--- src/rtl/sprite_video_engine_if.sv ---
// Object configuration bus for the sprite engine: per-object geometry/colour,
// background colour and the update_req/update_ack shadow-load handshake.
interface sprite_video_engine_if #(
    parameter int NUM_OBJ = 4,
    parameter int CW      = 8
);
    logic [NUM_OBJ*11-1:0]   obj_x;
    logic [NUM_OBJ*10-1:0]   obj_y;
    logic [NUM_OBJ*11-1:0]   obj_w;
    logic [NUM_OBJ*10-1:0]   obj_h;
    logic [NUM_OBJ-1:0]      obj_en;
    logic [NUM_OBJ*3*CW-1:0] obj_rgb;
    logic [3*CW-1:0]         bg_rgb;
    logic                    update_req;
    logic                    update_ack;

    modport master (
        output obj_x, obj_y, obj_w, obj_h, obj_en, obj_rgb, bg_rgb, update_req,
        input  update_ack
    );

    modport slave (
        input  obj_x, obj_y, obj_w, obj_h, obj_en, obj_rgb, bg_rgb, update_req,
        output update_ack
    );
endinterface

--- src/rtl/sprite_video_engine.sv ---
// Raster timing generator with NUM_OBJ priority-ordered rectangles drawn from
// frame-synchronous shadow registers, through a two-stage hit/colour pipeline.
module sprite_video_engine #(
    parameter int H_ACTIVE = 640,
    parameter int H_FP     = 16,
    parameter int H_SYNC   = 96,
    parameter int H_BP     = 48,
    parameter int V_ACTIVE = 480,
    parameter int V_FP     = 10,
    parameter int V_SYNC   = 2,
    parameter int V_BP     = 33,
    parameter int NUM_OBJ  = 4,
    parameter int CW       = 8
) (
    input  logic                 pixel_clock,
    input  logic                 reset,
    sprite_video_engine_if.slave cfg,
    output logic                 hsync,
    output logic                 vsync,
    output logic                 blank,
    output logic [CW-1:0]        red,
    output logic [CW-1:0]        green,
    output logic [CW-1:0]        blue,
    output logic                 frame_start
);
    localparam int PW = 3 * CW;
    localparam logic [10:0] H_LAST = 11'(H_ACTIVE + H_FP + H_SYNC + H_BP - 1);
    localparam logic [10:0] H_ACT  = 11'(H_ACTIVE);
    localparam logic [10:0] HS_BEG = 11'(H_ACTIVE + H_FP);
    localparam logic [10:0] HS_END = 11'(H_ACTIVE + H_FP + H_SYNC);
    localparam logic [9:0]  V_LAST = 10'(V_ACTIVE + V_FP + V_SYNC + V_BP - 1);
    localparam logic [9:0]  V_ACT  = 10'(V_ACTIVE);
    localparam logic [9:0]  VS_BEG = 10'(V_ACTIVE + V_FP);
    localparam logic [9:0]  VS_END = 10'(V_ACTIVE + V_FP + V_SYNC);

    logic [10:0] h_q;
    logic [9:0]  v_q;

    logic [NUM_OBJ*11-1:0] sh_x_q, sh_w_q;
    logic [NUM_OBJ*10-1:0] sh_y_q, sh_h_q;
    logic [NUM_OBJ-1:0]    sh_en_q;
    logic [NUM_OBJ*PW-1:0] sh_rgb_q;
    logic                  ack_q;
    logic                  load;

    logic [NUM_OBJ-1:0] hit_d, hit_p1_q;
    logic               hs_d, vs_d, blank_d, fs_d;
    logic               hs_p1_q, vs_p1_q, blank_p1_q, fs_p1_q;
    logic [PW-1:0]      col_d, col_p2_q;
    logic               hs_p2_q, vs_p2_q, blank_p2_q, fs_p2_q;

    always_ff @(posedge pixel_clock or posedge reset) begin
        if (reset) begin
            h_q <= '0;
            v_q <= '0;
        end else if (h_q == H_LAST) begin
            h_q <= '0;
            v_q <= (v_q == V_LAST) ? '0 : v_q + 10'd1;
        end else begin
            h_q <= h_q + 11'd1;
        end
    end

    // Shadows swap only at the top of vertical blanking so a frame never tears.
    assign load           = (h_q == '0) && (v_q == V_ACT) && cfg.update_req;
    assign cfg.update_ack = ack_q;

    always_ff @(posedge pixel_clock or posedge reset) begin
        if (reset) begin
            sh_x_q   <= '0;
            sh_y_q   <= '0;
            sh_w_q   <= '0;
            sh_h_q   <= '0;
            sh_en_q  <= '0;
            sh_rgb_q <= '0;
            ack_q    <= 1'b0;
        end else begin
            ack_q <= load;
            if (load) begin
                sh_x_q   <= cfg.obj_x;
                sh_y_q   <= cfg.obj_y;
                sh_w_q   <= cfg.obj_w;
                sh_h_q   <= cfg.obj_h;
                sh_en_q  <= cfg.obj_en;
                sh_rgb_q <= cfg.obj_rgb;
            end
        end
    end

    // Stage 1: hit vector and raw timing; end sums widened so x+w / y+h never wrap.
    always_comb begin
        hit_d = '0;
        for (int i = 0; i < NUM_OBJ; i++) begin
            hit_d[i] = sh_en_q[i]
                && (h_q >= sh_x_q[11*i +: 11])
                && ({1'b0, h_q} < ({1'b0, sh_x_q[11*i +: 11]} + {1'b0, sh_w_q[11*i +: 11]}))
                && (v_q >= sh_y_q[10*i +: 10])
                && ({1'b0, v_q} < ({1'b0, sh_y_q[10*i +: 10]} + {1'b0, sh_h_q[10*i +: 10]}));
        end
    end

    assign hs_d    = !((h_q >= HS_BEG) && (h_q < HS_END));
    assign vs_d    = !((v_q >= VS_BEG) && (v_q < VS_END));
    assign blank_d = (h_q >= H_ACT) || (v_q >= V_ACT);
    assign fs_d    = (h_q == '0) && (v_q == '0);

    always_ff @(posedge pixel_clock or posedge reset) begin
        if (reset) begin
            hit_p1_q   <= '0;
            hs_p1_q    <= 1'b1;
            vs_p1_q    <= 1'b1;
            blank_p1_q <= 1'b1;
            fs_p1_q    <= 1'b0;
        end else begin
            hit_p1_q   <= hit_d;
            hs_p1_q    <= hs_d;
            vs_p1_q    <= vs_d;
            blank_p1_q <= blank_d;
            fs_p1_q    <= fs_d;
        end
    end

    // Stage 2: lowest-index hit wins, so scan from the top index downwards.
    always_comb begin
        col_d = cfg.bg_rgb;
        for (int i = NUM_OBJ - 1; i >= 0; i--) begin
            if (hit_p1_q[i]) col_d = sh_rgb_q[PW*i +: PW];
        end
        if (blank_p1_q) col_d = '0;
    end

    always_ff @(posedge pixel_clock or posedge reset) begin
        if (reset) begin
            col_p2_q   <= '0;
            hs_p2_q    <= 1'b1;
            vs_p2_q    <= 1'b1;
            blank_p2_q <= 1'b1;
            fs_p2_q    <= 1'b0;
        end else begin
            col_p2_q   <= col_d;
            hs_p2_q    <= hs_p1_q;
            vs_p2_q    <= vs_p1_q;
            blank_p2_q <= blank_p1_q;
            fs_p2_q    <= fs_p1_q;
        end
    end

    assign red         = col_p2_q[3*CW-1:2*CW];
    assign green       = col_p2_q[2*CW-1:CW];
    assign blue        = col_p2_q[CW-1:0];
    assign hsync       = hs_p2_q;
    assign vsync       = vs_p2_q;
    assign blank       = blank_p2_q;
    assign frame_start = fs_p2_q;
endmodule

--- src/flat_wrapper.sv ---
// flat-port wrapper written by rule: the top's interface ports become plain ports
module sprite_video_engine_flat 
#(
    parameter int H_ACTIVE = 640,
    parameter int H_FP     = 16,
    parameter int H_SYNC   = 96,
    parameter int H_BP     = 48,
    parameter int V_ACTIVE = 480,
    parameter int V_FP     = 10,
    parameter int V_SYNC   = 2,
    parameter int V_BP     = 33,
    parameter int NUM_OBJ  = 4,
    parameter int CW       = 8
)
  (pixel_clock, reset, hsync, vsync, blank, red, green, blue, frame_start, cfg_obj_x, cfg_obj_y, cfg_obj_w, cfg_obj_h, cfg_obj_en, cfg_obj_rgb, cfg_bg_rgb, cfg_update_req, cfg_update_ack);
  sprite_video_engine_if #(.NUM_OBJ(NUM_OBJ), .CW(CW)) cfg_i ();
  input  logic pixel_clock;
  input  logic reset;
  output logic hsync;
  output logic vsync;
  output logic blank;
  output logic [CW-1:0] red;
  output logic [CW-1:0] green;
  output logic [CW-1:0] blue;
  output logic frame_start;
  input wire logic [$bits(cfg_i.obj_x)-1:0] cfg_obj_x;
  input wire logic [$bits(cfg_i.obj_y)-1:0] cfg_obj_y;
  input wire logic [$bits(cfg_i.obj_w)-1:0] cfg_obj_w;
  input wire logic [$bits(cfg_i.obj_h)-1:0] cfg_obj_h;
  input wire logic [$bits(cfg_i.obj_en)-1:0] cfg_obj_en;
  input wire logic [$bits(cfg_i.obj_rgb)-1:0] cfg_obj_rgb;
  input wire logic [$bits(cfg_i.bg_rgb)-1:0] cfg_bg_rgb;
  input wire logic [$bits(cfg_i.update_req)-1:0] cfg_update_req;
  output wire logic [$bits(cfg_i.update_ack)-1:0] cfg_update_ack;
  assign cfg_i.obj_x = cfg_obj_x;
  assign cfg_i.obj_y = cfg_obj_y;
  assign cfg_i.obj_w = cfg_obj_w;
  assign cfg_i.obj_h = cfg_obj_h;
  assign cfg_i.obj_en = cfg_obj_en;
  assign cfg_i.obj_rgb = cfg_obj_rgb;
  assign cfg_i.bg_rgb = cfg_bg_rgb;
  assign cfg_i.update_req = cfg_update_req;
  assign cfg_update_ack = cfg_i.update_ack;
  sprite_video_engine #(.H_ACTIVE(H_ACTIVE), .H_FP(H_FP), .H_SYNC(H_SYNC), .H_BP(H_BP), .V_ACTIVE(V_ACTIVE), .V_FP(V_FP), .V_SYNC(V_SYNC), .V_BP(V_BP), .NUM_OBJ(NUM_OBJ), .CW(CW)) u_core (.pixel_clock(pixel_clock), .reset(reset), .cfg(cfg_i), .hsync(hsync), .vsync(vsync), .blank(blank), .red(red), .green(green), .blue(blue), .frame_start(frame_start));
endmodule
--- config.mk ---
export PLATFORM = sky130hd
export DESIGN_NAME = sprite_video_engine_flat
export DESIGN_NICKNAME = d
export VERILOG_FILES = /design/src/rtl/sprite_video_engine_if.sv /design/src/rtl/sprite_video_engine.sv /design/src/flat_wrapper.sv
export SDC_FILE = /design/constraint.sdc
export NUM_CORES = 1
export LEC_CHECK = 0
export BUFFER_PORTS_ARGS = -buffer_cell sky130_fd_sc_hd__buf_2
export CAP_MARGIN = 20
export CORE_MARGIN = 1
export CORE_UTILIZATION = 39
export CTS_CLUSTER_SIZE = 12
export DETAILED_ROUTE_END_ITERATION = 10
export GPL_ROUTABILITY_DRIVEN = 0
export SLEW_MARGIN = 20
export SYNTH_ARGS = -nofsm -noshare
export SYNTH_HDL_FRONTEND = slang
export SYNTH_SLANG_ARGS = --single-unit
--- constraint.sdc ---
create_clock -name pixel_clock -period 35.8 [get_ports pixel_clock]
set_input_delay 8.95 -clock pixel_clock [delete_from_list [all_inputs] [get_ports pixel_clock]]
set_output_delay 8.95 -clock pixel_clock [all_outputs]
set_load 0.005 [all_outputs]
==> results.md <==
- Vias per cell: 5.04
- Max VDD drop: 0.0287 mV
- FP Rows: 81
- Root Buffer: clkbuf_16
- Ys async rst share: 100%
- Combinational power share: 3.9%
- Reg power frac: 44.7%
- Routed Antenna Nets: 0
- Synth Area in Compound Gates: 12.1%
- Fin nets: 3096
- Initial antenna violation count: 6
- Placed Cells: 3167
- Final count of negative-setup-slack endpoints: 0
- Simple-gate share of the synthesized area: 19.8%
- Status: finished clean
- Final WS setup: 24.31 ns
- Detailed router's first-iteration violation count: 985
- Slew margin rel.: 32.7%
- Residual DRC: 0
- Wirelength per Cell: 17.1 um
- Pre-antenna DRT Iters: 5
- Post-CTS resize count: 0
- # clock sinks: 326
- Layout area overhead: 18.6%
- Crit path required time: 36.18 ns
- Distinct cells, synth: 58
- Aggregate global routing overflow: 0
- Placed Area: 0.0218 sq mm
- Max H-tree Level: 2
- Register bit total from synthesis: 326
- Worst slew pin tran: 1.01 ns
- Fin. max-slew vios: 0
- Hold buffer count at cts: 0
- Clk_lat worst skew: 0.57 ns
- DIE AREA: 0.0511 sq mm
- Chip height: 226 um
- RSZ-0062 raised after global routing: no
- Fin area: 0.0232 sq mm
- Core Region: 0.0493 sq mm
- Detailed-route via count: 16300
- Post-Synth XOR/XNOR Area: 3.44%
- Fin cells: 3242
- Min cycle time layout: 11.49 ns
- Post-synthesis adder-cell area fraction: 16.7%
- Mux contribution to synthesized area: 2.45%
- Starting density of the core: 39.7%
- Global-route wire length before repair: 87.2 mm
- Setup WS pre-CTS: 23.72 ns
- Post-DP HPWL: 39.9 mm
- Crit Path Category: in2reg
- Worst Setup End Kind: flip-flop
- EDFF count, synth: 0
- I/O pins: 324
- Layout cell share with drive strength beyond 1: 16.4%
- Clock buffers created by TritonCTS: 40
- NetSw: 0.184 mW
- CP arrival: 11.87 ns
- Post-CTS setup buffer count: 0
- CTS tree: built
- Overall Global Routing Usage: 21.8%
- Port Buf Inserts: 323
- Hold Vio Cnt, Final: 0
- Switching share of total power: 22.2%
- Max-cap violations: 0
- Chip width: 226 um
- Cell Area, Synth: 0.0196 sq mm
- Static Leak: 12.5 nW
- Clock power share: 51.4%
- Synthesized net count: 2795
- PwrDens: 35.7 mW/mm^2
- Sequential cell area fraction in the yosys report: 41.7%
- Main combinational cell family by area after synthesis: simple AND/OR/NAND/NOR gates
- Synthesized area per cell: 8.72 sq um
- Routed WL: 55.4 mm
- Worst-case clock buffer depth: 3
- Final period utilization: 32.1%
- Final hold slack: 0.351 ns
- Synthesized instance count: 2244
- CP Launch Type: primary input
- Most common flop cell mapped by yosys: dfrtp_1
- Clk_skew: 0.0231 ns
- Pin count of the biggest net entering global routing: 129
- Critical Path Fanout Max: 96
- Highest clock rate: 87.0 MHz
- Setup_tns: 0 ns
- Warnings, synthesis: 0
- Clk slew on worst S/H paths: 0.06 ns
- Int Power: 0.644 mW
- Hold Crit Class: reg2reg
- Vias in the first global route: 16200
-- critical path, stage by stage --
cell	delay, ns
buf_2	0.11
and3_4	0.72
buf_4	0.89
buf_4	0.83
o21ai_0	0.22
-- cells by family after synthesis --
| logic type | Yosys count |
|---|---|
| AOI/OAI and AO/OA | 397 |
| xor gates and xnor gates | 77 |
| adders and majority gates | 256 |
| buffers and inverters | 188 |
| DFF | 326 |
| muxes | 48 |
| and+or+nand+nor | 952 |
-- path summary, 6_finish.rpt --
check                           depth (start not counted)  slack [ns]             endpoint           start
worst max-delay path                                    5       24.31    u_core.sh_x_q[23]  cfg_update_req
worst min-delay path                                    0        0.35   u_core.frame_start  u_core.fs_p1_q
worst max register to register                          9       31.04    u_core.sh_x_q[23]   u_core.v_q[0]
worst min register to register                          0        0.35   u_core.frame_start  u_core.fs_p1_q
max in group asynchronous                               4       24.80    u_core.sh_x_q[43]           reset
min in group asynchronous                               2        8.52  u_core.sh_rgb_q[89]           reset
-- flip-flops by register name, summed over array words and instances, names as in the netlist --
register,count
u_core.vs_p1_q,1
u_core.cfg.update_ack,1
u_core.sh_en_q,4
u_core.sh_x_q,44
u_core.hsync,1
u_core.hit_p1_q,4
u_core.frame_start,1
u_core.h_q,11
u_core.col_p2_q,24
u_core.sh_rgb_q,96
u_core.hs_p1_q,1
u_core.fs_p1_q,1
u_core.sh_h_q,40
u_core.blank_p1_q,1
u_core.blank,1
u_core.v_q,10
u_core.sh_y_q,40
u_core.sh_w_q,44
u_core.vsync,1
-- synthesized netlist by cell type (all sizes together) (11+ instances only) --
library cell / n / area, sq um
nor4: 11 / 68.8
xor2: 50 / 438
nand3: 19 / 95.1
nand2b: 21 / 131
ha: 248 / 3100
mux2i: 48 / 480
nand2: 707 / 2660
nor3: 27 / 151
buf: 36 / 183
nand4: 12 / 75.1
o21a: 22 / 165
clkbuf: 44 / 165
a211oi: 15 / 113
dfrtp: 320 / 8010
a21oi: 92 / 468
nor2b: 12 / 75.1
nor2: 121 / 454
a21o: 23 / 173
o21ai: 175 / 876
xnor2: 27 / 236
inv: 108 / 405
-- per-layer routing --
layer	GRT usage [%]	up-vias	wire, um
met2	35.9	359	25700
li1	-	8156	-
met1	29.3	7724	25300
met3	3.68	83	2740
met4	6.69	4	1520
met5	0	-	23
-- final cells by class --
type / instances / area (sq um)
timing repair buffer: 339 / 1740
fill: 4818 / 26000
clock inverter: 11 / 156
antenna: 3 / 7.51
tap: 664 / 831
clock buffer: 61 / 1230
sequential: 326 / 8170
multi-input combinational: 1730 / 10700
inverter: 108 / 413
-- stage by stage --
step           util, %  total power, mW
6_report          47.1            0.828
5_1_grt           47.1            0.856
4_1_cts           47.1            0.840
3_5_place_dp      44.3            0.410
3_3_place_gp      44.3            0.410
2_1_floorplan        -            0.386
-- cell usage in the layout (no fill, tap or decap), types with 4 or more instances in the layout --
cell type	n
nand2_1	706
buf_2	323
dfrtp_1	320
ha_1	248
o21ai_0	158
nor2_1	121
inv_1	107
a21oi_1	90
xor2_1	50
mux2i_1	48
clkbuf_16	42
xnor2_1	27
nor3_1	25
a21o_1	23
o21a_1	22
nand2b_1	21
nand3_1	18
o21ai_1	17
buf_4	16
a211oi_1	15
nand4_1	12
nor2b_1	12
nor4_1	11
clkbuf_8	11
o211ai_1	8
o2111ai_1	8
fa_1	8
clkbuf_1	8
o31ai_1	7
and3_1	6
o41ai_1	6
a21boi_0	6
a2111oi_0	6
clkinvlp_4	6
dfstp_2	6
or4_1	5
o21bai_1	5
a31o_1	4
-- power groups by stage --
stage	registers [mW]	logic (mW)	clock network [mW]
after global placement	0.377	0.0329	0
final	0.370	0.0322	0.425
after global routing	0.370	0.0360	0.450
after detailed placement	0.377	0.0332	0
after CTS	0.370	0.0334	0.436
after floorplan	0.377	0.00901	0
Power figures use the tool's default switching activity.
